**config.mk**
```make
export PLATFORM = sky130hd
export DESIGN_NAME = hart_sched_n
export DESIGN_NICKNAME = d
export VERILOG_FILES = /design/src/rtl/hart_sched_n_pkg.sv /design/src/rtl/hart_sched_n_rr_pick.sv /design/src/rtl/hart_sched_n.sv
export SDC_FILE = /design/constraint.sdc
export NUM_CORES = 1
export LEC_CHECK = 0
export CORE_MARGIN = 10
export CORE_UTILIZATION = 48
export CTS_CLUSTER_SIZE = 14
export DETAILED_ROUTE_END_ITERATION = 6
export PLACE_DENSITY = 0.79
export SLEW_MARGIN = 20
export SYNTH_ARGS = -nofsm -noshare
export SYNTH_HDL_FRONTEND = slang
export SYNTH_SLANG_ARGS = --single-unit
```
**constraint.sdc**
```tcl
create_clock -name clk -period 2.5 [get_ports clk]
set_input_delay 0.5 -clock clk [delete_from_list [all_inputs] [get_ports clk]]
set_output_delay 0.5 -clock clk [all_outputs]
set_load 0.01 [all_outputs]
```
**src/rtl/hart_sched_n_pkg.sv**
```systemverilog
// Shared constants and types for the hart state tracker / issue scheduler.
package hart_sched_n_pkg;

    localparam int unsigned DEF_HART_ID_W = 2;

    typedef enum logic [1:0] {
        HART_IDLE = 2'b00,
        HART_ACTI = 2'b01,
        HART_PEND = 2'b10
    } hart_sst_e;

    function automatic int unsigned num_harts(input int unsigned id_w);
        return 32'd1 << id_w;
    endfunction

endpackage

```
**src/rtl/hart_sched_n_rr_pick.sv**
```systemverilog
// Cyclic priority picker: first set request at or after start, wrapping.
module rr_pick #(
    parameter int unsigned N = 4,
    parameter int unsigned W = $clog2(N)
) (
    input  logic [N-1:0] req,
    input  logic [W-1:0] start,
    output logic [N-1:0] grant,
    output logic [W-1:0] id,
    output logic         valid
);

    logic [W-1:0] idx;

    // N is a power of two, so W-bit addition wraps exactly at N.
    always_comb begin
        grant = '0;
        id    = '0;
        valid = 1'b0;
        idx   = '0;
        for (int unsigned i = 0; i < N; i++) begin
            idx = start + W'(i);
            if (!valid && req[idx]) begin
                valid      = 1'b1;
                grant[idx] = 1'b1;
                id         = idx;
            end
        end
    end

endmodule

```
**src/rtl/hart_sched_n.sv**
```systemverilog
// Per-hart idle/active/pending tracker with primary-hart tracking and
// round-robin issue selection for the IF stage.
module hart_sched_n
    import hart_sched_n_pkg::*;
#(
    parameter int unsigned HART_ID_W = DEF_HART_ID_W,
    parameter int unsigned RST_HART  = 0,
    localparam int unsigned NUM_HARTS = num_harts(HART_ID_W)
) (
    input  logic                 clk,
    input  logic                 rst,
    input  logic                 id_hstart,
    input  logic                 id_hkill,
    input  logic [HART_ID_W-1:0] id_set_hid,
    input  logic [HART_ID_W-1:0] spec_hid,
    output logic [1:0]           get_hart_val,
    output logic                 get_hart_idle,
    output logic                 hctrl_err,
    input  logic                 i_cache_miss,
    input  logic [HART_ID_W-1:0] issue_hid,
    input  logic                 i_cache_fin,
    input  logic [HART_ID_W-1:0] i_cache_fin_hid,
    input  logic                 d_cache_miss,
    input  logic [HART_ID_W-1:0] ex_hart_id,
    input  logic                 d_cache_fin,
    input  logic [HART_ID_W-1:0] d_cache_fin_hid,
    input  logic                 issue_en,
    output logic                 issue_valid,
    output logic [HART_ID_W-1:0] issue_sel_hid,
    output logic [NUM_HARTS-1:0] idle_hstate,
    output logic [NUM_HARTS-1:0] acti_hstate,
    output logic [NUM_HARTS-1:0] prim_hstate
);

    localparam logic [NUM_HARTS-1:0] RST_ONEHOT = NUM_HARTS'(1) << RST_HART;
    localparam logic [HART_ID_W-1:0] RST_ID     = HART_ID_W'(RST_HART);

    logic [NUM_HARTS-1:0] started, ic_pend, dc_pend;
    logic [NUM_HARTS-1:0] n_started, n_ic, n_dc, next_acti, n_prim;
    logic [HART_ID_W-1:0] rr_ptr, prim_id, n_prim_id, prim_start;
    logic                 kill_ok, start_ok, ctrl_err, prim_keep;
    logic [NUM_HARTS-1:0] sel_grant, re_grant;
    logic [HART_ID_W-1:0] re_id;
    logic                 re_valid;
    hart_sst_e            hval;

    rr_pick #(.N(NUM_HARTS), .W(HART_ID_W)) u_issue_pick (
        .req   (acti_hstate),
        .start (rr_ptr + HART_ID_W'(1)),
        .grant (sel_grant),
        .id    (issue_sel_hid),
        .valid (issue_valid)
    );

    // With no primary, scanning from 0 yields the lowest-index active hart.
    assign prim_start = (prim_hstate == '0) ? '0 : prim_id + HART_ID_W'(1);

    rr_pick #(.N(NUM_HARTS), .W(HART_ID_W)) u_prim_pick (
        .req   (next_acti),
        .start (prim_start),
        .grant (re_grant),
        .id    (re_id),
        .valid (re_valid)
    );

    always_comb begin
        n_started = started;
        n_ic      = ic_pend;
        n_dc      = dc_pend;
        kill_ok   = id_hkill & started[id_set_hid];
        start_ok  = !id_hkill & id_hstart & !started[id_set_hid];
        ctrl_err  = (id_hkill | id_hstart) & !kill_ok & !start_ok;
        for (int unsigned h = 0; h < NUM_HARTS; h++) begin
            if (started[h]) begin
                if (i_cache_fin && i_cache_fin_hid == HART_ID_W'(h)) n_ic[h] = 1'b0;
                if (i_cache_miss && issue_hid == HART_ID_W'(h))      n_ic[h] = 1'b1;
                if (d_cache_fin && d_cache_fin_hid == HART_ID_W'(h)) n_dc[h] = 1'b0;
                if (d_cache_miss && ex_hart_id == HART_ID_W'(h))     n_dc[h] = 1'b1;
            end
        end
        // Hart control overrides any cache event on the same hart.
        if (kill_ok || start_ok) begin
            n_started[id_set_hid] = start_ok;
            n_ic[id_set_hid]      = 1'b0;
            n_dc[id_set_hid]      = 1'b0;
        end
    end

    assign next_acti = n_started & ~n_ic & ~n_dc;
    assign prim_keep = |(prim_hstate & next_acti);
    assign n_prim    = prim_keep ? prim_hstate : (re_valid ? re_grant : '0);
    assign n_prim_id = prim_keep ? prim_id : (re_valid ? re_id : '0);

    always_ff @(posedge clk or negedge rst) begin
        if (!rst) begin
            started     <= RST_ONEHOT;
            ic_pend     <= '0;
            dc_pend     <= '0;
            acti_hstate <= RST_ONEHOT;
            prim_hstate <= RST_ONEHOT;
            prim_id     <= RST_ID;
            rr_ptr      <= RST_ID;
            hctrl_err   <= 1'b0;
        end else begin
            started     <= n_started;
            ic_pend     <= n_ic;
            dc_pend     <= n_dc;
            acti_hstate <= next_acti;
            prim_hstate <= n_prim;
            prim_id     <= n_prim_id;
            hctrl_err   <= ctrl_err;
            if (issue_en && |sel_grant) rr_ptr <= issue_sel_hid;
        end
    end

    always_comb begin
        if (!started[spec_hid])                          hval = HART_IDLE;
        else if (ic_pend[spec_hid] || dc_pend[spec_hid]) hval = HART_PEND;
        else                                             hval = HART_ACTI;
    end

    assign get_hart_val  = hval;
    assign get_hart_idle = !started[spec_hid];
    assign idle_hstate   = ~started;

endmodule
```
# Word-level counts from Yosys, hierarchy flattened
# Index checks and enable logic that the tools add are counted.
# totals
output_inout_bits	19
reg_bits	25
inputBits	21
# op_classes
n_reduce_logical	52
addsub	8
bitwise	21
order_cmp	19
n_eq_ne	12
mux	99
# op_table
operator	n
1-bit 2-to-1 mux	53
4-bit 2-to-1 mux	12
1-bit logical AND	32
2-bit by 3-bit less-than comparator with 1-bit output (second input constant)	10
1-bit binary-select mux with 2-bit select	12
2-bit 2-to-1 mux	12
4-bit OR	6
4-bit AND	5
1-bit demux with 2-bit select	9
2-bit by 1-bit >= comparator with 1-bit output (second input constant)	9
2-bit == test (second input constant)	8
4-bit NOT	4
1-bit logical NOT	11
2-bit by 1-bit adder with 2-bit output (second input constant)	4
2-bit adder (second input constant)	4
2-bit by 1-bit == test with 1-bit output (second input constant)	4
2-bit logical NOT	4
4-bit OR reduction	2
1-bit AND	5
4-bit bitwise mux	1
4-bit logical NOT	1
1-bit logical OR	2
1-bit OR	1

# Logic depth before layout (Yosys ltp)
# Gate-level depths: netlist of run 1.
# depth
depth_word	23
ltp_mapped	10
depth_no_buf	9

# Modules after synthesis
# A second synthesis of run 1 with hierarchy kept.
# hier_totals
cells_unflattened	234
hier_area_um2	2321.0
# modules_own_cells
module	area_per_inst_um2	cells_each	n_inst
hart_sched_n	1476.4	144	1
rr_pick (u_prim_pick)	422.9	45	1
rr_pick (u_issue_pick)	421.7	45	1

# Least setup slack after synthesis of run 1
# No wires, ideal clock.
# synth_path
path_kind	register to output
from	register rr_ptr[0]
to	output port issue_sel_hid[0]
t_arrival_ns	2.154
path_buffers	1
stages_incl_launch_ff	8
required_time_ns	2.000
path_slack_ns	-0.154
path_cell_list	dfrtp_1 -> clkbuf_1 -> inv_1 -> ha_1 -> nor2_1 -> a21boi_0 -> o32a_1 -> a31oi_1
# synth_between
elab_chain_len	13
elab_cells_between_ends	25
# synth_lines
item	line_no	rtl
start: declaration	hart_sched_n.sv:40	logic [HART_ID_W-1:0] rr_ptr, prim_id, n_prim_id, prim_start;
start signal: assignment	hart_sched_n.sv:112	if (issue_en && |sel_grant) rr_ptr <= issue_sel_hid;
2-bit by 1-bit adder with 2-bit output (*)	hart_sched_n.sv:49	.start (rr_ptr + HART_ID_W'(1)),
parallel branches: the longest is 11 deep, another holds 2-bit by 1-bit adder with 2-bit output	n/a	
2-bit 2-to-1 mux (*)	hart_sched_n_rr_pick.sv:23	if (!valid && req[idx]) begin
end: declaration	hart_sched_n.sv:29	output logic [HART_ID_W-1:0] issue_sel_hid,
# Mark *: on every way between the ends. The select of a mux whose other input is x is not followed.

# Worst setup path in the final report of run 1
# Same ends and word-level chain as after synthesis.

==> results of run 1 <==
cells by family after synthesis:
| kind of cell | after synthesis |
|---|---|
| flip-flops | 25 |
| AND/OR/NAND/NOR | 91 |
| AO/OA/AOI/OAI | 90 |
| buffers and inverters | 30 |
| XOR/XNOR | 1 |
| multiplexers | 11 |
| adder cells (fa/ha/maj) | 13 |
critical path: cells and delay by family, from the launching register on:
kind | cells | cell delay (ps)
adder cells (fa/ha/maj) | 1 | 280
AO/OA/AOI/OAI | 3 | 640
buffers and inverters | 2 | 230
multiplexers | 1 | 300
flip-flops | 1 | 440
repair_timing:
item                                    4_1_cts  5_1_grt
endpoints found under the setup margin       12       10
buffers inserted                              7       10
resized for setup                            67       34
pin swaps                                    22       29
placed cells by master, fill, tap and decap left out, types with 3 or more instances in the layout:
cell / n
a211oi_1: 3
a211oi_2: 5
a21oi_1: 14
a21oi_2: 6
a311oi_2: 3
a32oi_2: 4
and4_1: 3
buf_4: 91
buf_6: 3
clkbuf_8: 3
clkdlybuf4s50_1: 17
dfrtp_1: 19
dfrtp_2: 3
dfstp_2: 3
dlygate4sd2_1: 18
ha_1: 10
inv_1: 14
inv_2: 5
mux2i_1: 4
mux4_2: 3
nand2_1: 18
nand3_1: 5
nand4b_1: 4
nor2_1: 17
nor2_2: 3
nor2b_1: 7
nor3_1: 5
o211ai_1: 3
o21ai_0: 6
o21ai_1: 3
o221ai_1: 4
synthesized netlist by cell type (3+ instances only):
| cell type | number | area, um2 |
|---|---|---|
| a211oi_1 | 7 | 52.55 |
| a21oi_1 | 18 | 90.09 |
| a21oi_2 | 4 | 35.03 |
| a311oi_1 | 4 | 35.03 |
| a31oi_1 | 3 | 18.77 |
| a32oi_1 | 5 | 43.79 |
| and4_1 | 3 | 26.28 |
| buf_2 | 4 | 20.02 |
| clkbuf_1 | 3 | 11.26 |
| dfrtp_1 | 22 | 550.5 |
| dfstp_2 | 3 | 78.83 |
| ha_1 | 13 | 162.7 |
| inv_1 | 16 | 60.06 |
| inv_2 | 3 | 11.26 |
| mux2_2 | 3 | 33.78 |
| mux2i_1 | 4 | 40.04 |
| mux4_2 | 3 | 67.56 |
| nand2_1 | 18 | 67.56 |
| nand3_1 | 5 | 25.02 |
| nand4b_1 | 4 | 35.03 |
| nor2_1 | 21 | 78.83 |
| nor2b_1 | 9 | 56.30 |
| nor3_1 | 5 | 25.02 |
| o211ai_1 | 3 | 22.52 |
| o21ai_0 | 8 | 40.04 |
| o221ai_1 | 4 | 35.03 |
| or3b_1 | 3 | 26.28 |
area by class of cell:
class / instances / area, um2 / share of cell area [%]
clock buffer: 3 / 41.29 / 1.100
clock inverter: 1 / 8.758 / 0.2333
inverter: 20 / 78.83 / 2.100
multi-input combinational: 206 / 1864 / 49.67
sequential: 25 / 633.1 / 16.87
tap: 54 / 67.56 / 1.800
timing repair buffer: 132 / 1060 / 28.23
metal layers:
layer,global-route usage [%],wire length [um],vias up
met2,34.72,4227,79
met5,0,0,-
met3,1.823,369,18
met4,6.503,252,0
li1,-,-,1248
met1,24.65,3438,1338
per-stage QoR:
step	util [%]	cells
2_1_floorplan	-	261
3_3_place_gp	69.97	420
3_5_place_dp	69.97	420
4_1_cts	75.07	431
5_1_grt	80.00	441
6_report	80.00	441
state kept, by name, summed over array words and instances (netlist names):
name and cells:
acti_hstate 4, dc_pend 4, ic_pend 4, prim_hstate 4
started 4, prim_id 2, rr_ptr 2, hctrl_err 1
power groups by stage:
stage          Combinational (mW)  Sequential, mW  Clock [mW]
3_3_place_gp                 2.95           0.643           0
6_report                     3.73           0.661       0.263
5_1_grt                      4.01           0.673       0.280
2_1_floorplan                1.65           0.639           0
4_1_cts                      3.27           0.647       0.262
3_5_place_dp                 2.98           0.647           0
worst max path at each step:
| stage | endpoint | slack [ps] | cells past startpoint |
|---|---|---|---|
| floorplan | issue_sel_hid[1] | 30 | 6 |
| global placement | prim_hstate[3] | -520 | 8 |
| detailed placement | prim_hstate[1] | -550 | 8 |
| CTS | issue_sel_hid[1] | -150 | 6 |
| global route | issue_sel_hid[0] | -240 | 7 |
| finish | issue_sel_hid[0] | -170 | 7 |
==> metrics.md, run 1 <==
| Metric | Value |
|---|---|
| Hold path depth | `2` |
| CP Launch Point | `rr_ptr[0]` |
| Critical path's largest stage delay | `440 ps` |
| Post-synthesis adder-cell area fraction | `7.031%` |
| Arrival time at the worst endpoint | `2170 ps` |
| Hold Crit Endpoint | `prim_id[1]` |
| Commonest register cell after synthesis | `dfrtp_1` |
| Die Y-Extent | `89.43 um` |
| Sw Share | `45.93%` |
| Max-slew violations | `0` |
| Num CTS Buffers | `3` |
| Synth warn | `0` |
| Clock transition at path regs | `90 ps` |
| Flops & latches, synth | `25` |
| Leakage power | `1.649 nW` |
| Area growth, synth to finish | `62.25%` |
| Core ar. | `4692 um2` |
| Synth Area in Simple Gates | `22.01%` |
| First-pass GRT wire length | `12610 um` |
| DR WL/cell | `18.79 um` |
| Post-synth net total | `295` |
| Async SR Flop Fraction | `100.0%` |
| Die area | `7997 um2` |
| DRT antenna net count | `0` |
| Pwr dens | `1241 nW/um2` |
| Clock share of power | `5.6%` |
| # hold bufs at CTS | `0` |
| GR Overflow Total | `0` |
| Post-DP HPWL | `5775 um` |
| Setup-failing EPs final | `4` |
| Routed wire length | `8287 um` |
| Place WS | `-546.2 ps` |
| Setup repair after global routing missed its margin | `yes` |
| Largest net degree at the start of global routing | `26` |
| Syn_area_per_cell | `8.864 um2` |
| Reg2reg path depth | `8` |
| Fill cells | `280` |
| Max-slew headroom | `68.69%` |
| Final total negative setup slack | `-353.7 ps` |
| CTS Sinks | `25` |
| Mux cell area share after synthesis | `6.598%` |
| Max_cap viols | `0` |
| Largest family of logic cells by synthesized area | `compound AO/OA/AOI/OAI gates` |
| Maximum vdd drop | `976.0 uV` |
| CTS root buf | `clkbuf_8` |
| Vias/cell | `6.084` |
| Share of layout cells above drive strength 1 | `46.51%` |
| R2R Path End | `prim_id[0]` |
| Switch Pwr | `2.139 mW` |
| Worst EP required | `2000 ps` |
| Area fraction in compound gates after synthesis | `30.88%` |
| Worst Min Path Start | `prim_id[1]` |
| Fmax | `375.1 MHz` |
| Final period util | `106.6%` |
| Post-placement cell area | `3283 um2` |
| CTS tree | `built` |
| Setup Skew | `8.255 ps` |
| Max Buffers Root-to-Sink | `2` |
| Post-synth cell types | `73` |
| Critical Path Fanout Max | `5` |
| Class of the worst hold path | `reg -> reg` |
| Sequential area share after synthesis | `27.20%` |
| CP startpoint kind | `flip-flop` |
| Final Cell Area | `3754 um2` |
| Initial antenna violation count | `0` |
| Placer Congestion | `1.018` |
| Hold WS | `525.7 ps` |
| Drt first pass iters | `4` |
| Internal power | `2.518 mW` |
| CP Class | `reg -> out` |
| Detailed router's first-iteration violation count | `148` |
| Clock Latency Late Sink | `280 ps` |
| Fin crit period | `2666 ps` |
| FF-to-FF Start | `started[0]` |
| Fin nets | `422` |
| Worst Tran Pin Value | `468.7 ps` |
| EDFF count, synth | `0` |
| GR Util All Layers | `19.78%` |
| Post-synthesis cell area | `2313 um2` |
| Sequential Power Share | `14.2%` |
| CP cell instances | `inv_2 > ha_4 > mux2_4 > o32a_1 > a21oi_2 > a31oi_2 > buf_2` |
| Hold Vio Cnt, Final | `0` |
| Std-Cell Rows | `25` |
| Mapped Cells | `261` |
| IO Port Bufs | `39` |
| Critical Path Sink Type | `output port` |
| Violated checks | `negative setup slack` |
| Slowest CP cell | `dfrtp_2` |
| Synth Area in XOR/XNOR | `0.3786%` |
| Reg2Reg Setup Slack | `20 ps` |
| # H-tree levels | `1` |
| Number of global-route vias before repair | `2661` |
| Worst setup margin | `-165.9 ps` |
| Logic pwr share | `80.2%` |
| PnR Total Power | `4.657 mW` |
| N_diodes | `0` |
| Die W | `89.43 um` |
| Final routed DRC violation total | `0` |
| Initial Utilization | `49.31%` |
| Total number of vias | `2683` |
| IO Pins | `40` |
| Status | `complete, but fails checks` |
(Power assumes the default switching activity.)
==> inputs of run 2 (changes only) <==
--- a/config.mk
+++ b/config.mk
@@ -5,10 +5,12 @@
 export SDC_FILE = /design/constraint.sdc
 export NUM_CORES = 1
 export LEC_CHECK = 0
+export CAP_MARGIN = 20
 export CORE_MARGIN = 10
 export CORE_UTILIZATION = 48
 export CTS_CLUSTER_SIZE = 14
 export DETAILED_ROUTE_END_ITERATION = 6
+export GPL_ROUTABILITY_DRIVEN = 0
 export PLACE_DENSITY = 0.79
 export SLEW_MARGIN = 20
 export SYNTH_ARGS = -nofsm -noshare
==> run 2 against run 1 <==
Die area is the same. Via count grew 4.5%. Sequential share of layout area grew 0.13 points. The run still ends with negative setup slack left. Register-to-register slack lost 60 ps. Setup slack gained 4.6 ps. Clock skew grew 3.1 ps. Highest routed layer unchanged. Non-clock buffer count shrank 6.
==> metrics.md, run 2 (synthesis results as in run 1) <==
| Metric | Value |
|---|---|
| PnR Total Power | `4.805 mW` |
| Fin crit period | `2661 ps` |
| Routed wire length | `9215 um` |
| Number of global-route vias before repair | `2659` |
| Fill cells | `277` |
| WL met3 | `579 um` |
| Pwr dens | `1290 nW/um2` |
| Num CTS Buffers | `3` |
| Setup-failing EPs final | `6` |
| DRT antenna net count | `0` |
| Area growth, synth to finish | `61.01%` |
| CP startpoint kind | `flip-flop` |
| Hold Vio Cnt, Final | `0` |
| DP Cell Count | `406` |
| Die Y-Extent | `89.43 um` |
| Max-slew headroom | `67.21%` |
| Share of layout cells above drive strength 1 | `46.98%` |
| Worst Tran Pin Value | `491.9 ps` |
| CP Class | `reg -> out` |
| Top Metal Used | `met4` |
| Core ar. | `4692 um2` |
| Die area | `7997 um2` |
| Setup Skew | `11.38 ps` |
| IO Port Bufs | `39` |
| Worst setup margin | `-161.3 ps` |
| Max Buffers Root-to-Sink | `2` |
| Detailed router's first-iteration violation count | `251` |
| Max-slew violations | `0` |
| Setup repair after global routing missed its margin | `yes` |
| Post-layout instance count excluding filler cells | `435` |
| Fin nets | `416` |
| Critical Path Fanout Max | `5` |
| Clock transition at path regs | `90 ps` |
| Place WS | `-526.5 ps` |
| Maximum vdd drop | `1222 uV` |
| # H-tree levels | `1` |
| Die W | `89.43 um` |
| Critical Path Sink Type | `output port` |
| DR WL met2 | `4799 um` |
| Class of the worst hold path | `reg -> reg` |
| Worst EP required | `2000 ps` |
| Leakage power | `1.635 nW` |
| Clock Latency Late Sink | `290 ps` |
| Vias/cell | `6.446` |
| Final period util | `106.5%` |
| CTS root buf | `clkbuf_8` |
| Max_cap viols | `0` |
| Largest net degree at the start of global routing | `26` |
| Total number of vias | `2804` |
| M1 WL | `3365 um` |
| First-pass GRT wire length | `12830 um` |
| Violated checks | `negative setup slack` |
| GR Overflow Total | `0` |
| Std-Cell Rows | `25` |
| N_diodes | `0` |
| Hold WS | `522.6 ps` |
| GR Util All Layers | `20.49%` |
| CTS Sinks | `25` |
| Post-DP HPWL | `5488 um` |
| CTS tree | `built` |
| Status | `complete, but fails checks` |
| Arrival time at the worst endpoint | `2160 ps` |
| DR WL/cell | `21.18 um` |
| Drt first pass iters | `5` |
| Final routed DRC violation total | `0` |
| Most frequent cells in the layout | `buf_4 (87), dfrtp_1 (19), nand2_1 (18)` |
| Initial Utilization | `49.31%` |
| IO Pins | `40` |
| Initial antenna violation count | `0` |
| Commonest non-fill, non-tap cell in the layout | `buf_4` |
| Fmax | `375.8 MHz` |
[run 2: cell types whose count changed in the layout (fill, tap and decap cells not counted), moves of 2 or more]
cell             before  now
a21o_2                2    0
buf_4                91   87
buf_6                 3    1
clkdlybuf4s15_1       0    3
dlygate4sd2_1        18   14
o21ai_1               3    1
o21ai_2               0    2
o221ai_1              4    1
o221ai_2              0    3
[run 2: path summary, 6_finish.rpt]
kind | startpoint | end | slack [ps] | cells after the start
worst max register to register | started[2] | prim_id[0] | -40 | 7
worst max-delay path | rr_ptr[0] | issue_sel_hid[0] | -160 | 8
min in group asynchronous | rst | hctrl_err | 580 | 2
worst min register to register | prim_id[1] | prim_id[1] | 520 | 2
max in group asynchronous | rst | acti_hstate[0] | 1600 | 2
worst min-delay path | prim_id[1] | prim_id[1] | 520 | 2
[run 2: report_power, final]
part	internal (mW)	total (mW)	switching (mW)
clock network	0.114	0.260	0.147
logic	1.89	3.89	2.00
registers	0.536	0.659	0.124
[run 2: through the flow]
step	utilization, %	instance area (um2)	TNS [ps]
6_report	79.39	3725	-434.1
5_1_grt	79.39	3725	-889.1
4_1_cts	74.40	3491	-251.0
3_5_place_dp	67.73	3178	-4400
3_3_place_gp	67.73	3178	-3849
2_1_floorplan	-	2318	0
[run 2: what timing repair did]
| action | CTS | global route |
|---|---|---|
| resized for setup | 76 | 30 |
| setup buffers | 10 | 15 |
| hold buffers | 0 | 0 |
| pin swaps | 25 | 15 |
| endpoints found under the setup margin | 12 | 10 |
[run 2: metal layers]
layer | track usage, % | up-vias
li1 | - | 1234
met1 | 22.60 | 1338
met2 | 37.76 | 175
met3 | 2.552 | 57
met4 | 9.682 | 0
met5 | 0 | -
[run 2: critical path, stage by stage (launching register included)]
cell and delay (ps):
dfrtp_2 450, ha_2 230, buf_4 150, nor2_4 150
mux2i_1 200, o32a_1 240, a21oi_1 90, a31oi_1 200
buf_2 180
[run 2: cell type report]
class / count / area (um2) / share of cell area, %
inverters: 20 / 76.32 / 2.049
multi-input cells: 206 / 1884 / 50.59
clock buffers: 3 / 41.29 / 1.108
clock inverters: 1 / 7.507 / 0.2015
repair buffers: 126 / 1015 / 27.24
flip-flops and latches: 25 / 633.1 / 17.00
well taps: 54 / 67.56 / 1.814
==> inputs of run 3 (changes only) <==
==> constraint.sdc (replaced) <==
create_clock -name clk -period 2.5 [get_ports clk]
set_input_delay 0.5 -clock clk [delete_from_list [all_inputs] [get_ports clk]]
set_output_delay 0.5 -clock clk [all_outputs]
set_load 0.02 [all_outputs]
==> run 3 against run 2 <==
The flow still finishes with violations (negative setup slack). Flip-flop and latch count did not move. Die area did not move. Global-route usage fell by 0.91 points. Register-to-register slack improved by 90 ps. Clock power is 6% lower. Combinational power shrank 3%. Cell area is 1.9% lower. Highest routed layer unchanged. Non-clock buffer count decreased by 6. Sequential share of layout area rose by 0.30 points. Count of clock-buffer cells in the layout stayed put. Routed wire length is 13% lower. Clock skew is 8.1 ps lower.
==> metrics.md, run 3 (synthesis results as in run 1) <==
| Metric | Value |
|---|---|
| Violated checks | `negative setup slack` |
| IO Pins | `40` |
| Die W | `89.43 um` |
| Max-slew headroom | `69.06%` |
| Die Y-Extent | `89.43 um` |
| Clock transition at path regs | `90 ps` |
| CP Class | `reg -> out` |
| Sw Share | `47.01%` |
| CTS root buf | `clkbuf_8` |
| Vias/cell | `6.166` |
| CTS Sinks | `25` |
| Max Buffers Root-to-Sink | `2` |
| Core ar. | `4692 um2` |
| Setup-failing EPs final | `2` |
| Number of global-route vias before repair | `2670` |
| Worst EP required | `2000 ps` |
| # H-tree levels | `1` |
| DR WL/cell | `18.59 um` |
| Status | `complete, but fails checks` |
| CP startpoint kind | `flip-flop` |
| Final routed DRC violation total | `0` |
| Hold path depth | `2` |
| Final Cell Area | `3654 um2` |
| Hold Vio Cnt, Final | `0` |
| CTS tree | `built` |
| Share of layout cells above drive strength 1 | `46.13%` |
| Total number of vias | `2645` |
| Fin crit period | `2609 ps` |
| Setup repair after global routing missed its margin | `yes` |
| DRT antenna net count | `0` |
| # hold bufs at CTS | `0` |
| Die area | `7997 um2` |
| N_diodes | `0` |
| Top Metal Used | `met4` |
| Drt first pass iters | `4` |
| Critical Path Sink Type | `output port` |
| Max_cap viols | `0` |
| Final period util | `104.4%` |
| DR WL met2 | `4112 um` |
| Worst setup margin | `-109.4 ps` |
| Critical Path Fanout Max | `4` |
| Clock share of power | `5.2%` |
| Initial antenna violation count | `0` |
| Commonest non-fill, non-tap cell in the layout | `buf_4` |
| Initial Utilization | `49.31%` |
| M1 WL | `3284 um` |
| Std-Cell Rows | `25` |
| Num CTS Buffers | `3` |
| Largest net degree at the start of global routing | `26` |
| Reg2reg path depth | `7` |
| Most frequent cells in the layout | `buf_4 (79), dfrtp_1 (20), nand2_1 (18), nor2_1 (18), clkdlybuf4s50_1 (17)` |
| Logic pwr share | `80.9%` |
| GR Util All Layers | `19.58%` |
| Internal power | `2.481 mW` |
| Worst Tran Pin Value | `464.1 ps` |
| Switch Pwr | `2.202 mW` |
| Leakage power | `1.588 nW` |
| Sequential Power Share | `13.9%` |
| Setup Skew | `3.267 ps` |
| Fill cells | `320` |
| Fmax | `383.2 MHz` |
| Post-placement cell area | `3264 um2` |
| First-pass GRT wire length | `12640 um` |
| Clock Latency Late Sink | `270 ps` |
| Class of the worst hold path | `reg -> reg` |
| Pwr dens | `1282 nW/um2` |
| Max-slew violations | `0` |
| GR Overflow Total | `0` |
| Area growth, synth to finish | `57.92%` |
| Routed wire length | `7973 um` |
| Maximum vdd drop | `1058 uV` |
| IO Port Bufs | `39` |
| Place WS | `-575.4 ps` |
| WL met3 | `410 um` |
| Post-DP HPWL | `5521 um` |
| Detailed router's first-iteration violation count | `175` |
| Arrival time at the worst endpoint | `2110 ps` |
| Fin nets | `410` |
## run 3: changes by cell type in the layout (fill, tap and decap cells not counted), sizes merged
cell / delta
buf: -7
clkdlybuf4s15: -2
clkbuf: +5
dlygate4sd2: -2
## run 3: layout make-up
| cell class | instances | area [um2] | share of cell area [%] |
|---|---|---|---|
| Inverter | 20 | 78.83 | 2.158 |
| Timing Repair Buffer | 120 | 974.7 | 26.68 |
| Sequential cell | 25 | 631.9 | 17.29 |
| Tap cell | 54 | 67.56 | 1.849 |
| Clock inverter | 1 | 5.005 | 0.1370 |
| Multi-Input combinational cell | 206 | 1854 | 50.75 |
| Clock buffer | 3 | 41.29 | 1.130 |
## run 3: repair_timing
item                                    4_1_cts  5_1_grt
pin swaps                                    25       15
hold endpoints to repair                      0        0
buffers inserted                              4        7
endpoints found under the setup margin       12       13
gates resized for setup                      62       49
## run 3: through the flow
| step | hold slack, ps | instances | power, mW | setup TNS, ps | utilization, % |
|---|---|---|---|---|---|
| 2_1_floorplan | 204.4 | 261 | 2.421 | -16.81 | - |
| 3_3_place_gp | 492.8 | 414 | 3.586 | -4023 | 69.57 |
| 3_5_place_dp | 508.8 | 414 | 3.674 | -4689 | 69.57 |
| 4_1_cts | 532.8 | 422 | 4.163 | -262.2 | 73.71 |
| 5_1_grt | 568.3 | 429 | 4.974 | -529.0 | 77.87 |
| 6_report | 530.2 | 429 | 4.683 | -198.4 | 77.87 |
## run 3: routing by layer
metal	vias up	GRT usage (%)
li1	1232	-
met1	1302	22.79
met2	92	35.51
met3	19	2.005
met4	0	7.948
met5	-	0
## run 3: final timing paths
check,slack [ps],end,from
worst min register to register,530,prim_id[1],prim_id[1]
min in group asynchronous,580,hctrl_err,rst
worst max register to register,50,prim_id[0],started[2]
worst min-delay path,530,prim_id[1],prim_id[1]
worst max-delay path,-110,issue_sel_hid[0],rr_ptr[0]
max in group asynchronous,1620,prim_hstate[0],rst
## run 3: power by group through the flow
stage / logic (mW) / clock network, mW / registers, mW
2_1_floorplan: 1.75 / 0 / 0.671
3_3_place_gp: 2.95 / 0 / 0.632
3_5_place_dp: 3.03 / 0 / 0.640
4_1_cts: 3.28 / 0.249 / 0.637
5_1_grt: 4.04 / 0.265 / 0.664
6_report: 3.79 / 0.245 / 0.650
## run 3: worst max-delay path, cell delays in order (launching register included)
cell and delay, ps:
dfrtp_1 430, inv_2 70, ha_4 270, mux2_2 330
o32a_1 350, a31oi_2 210, buf_4 170
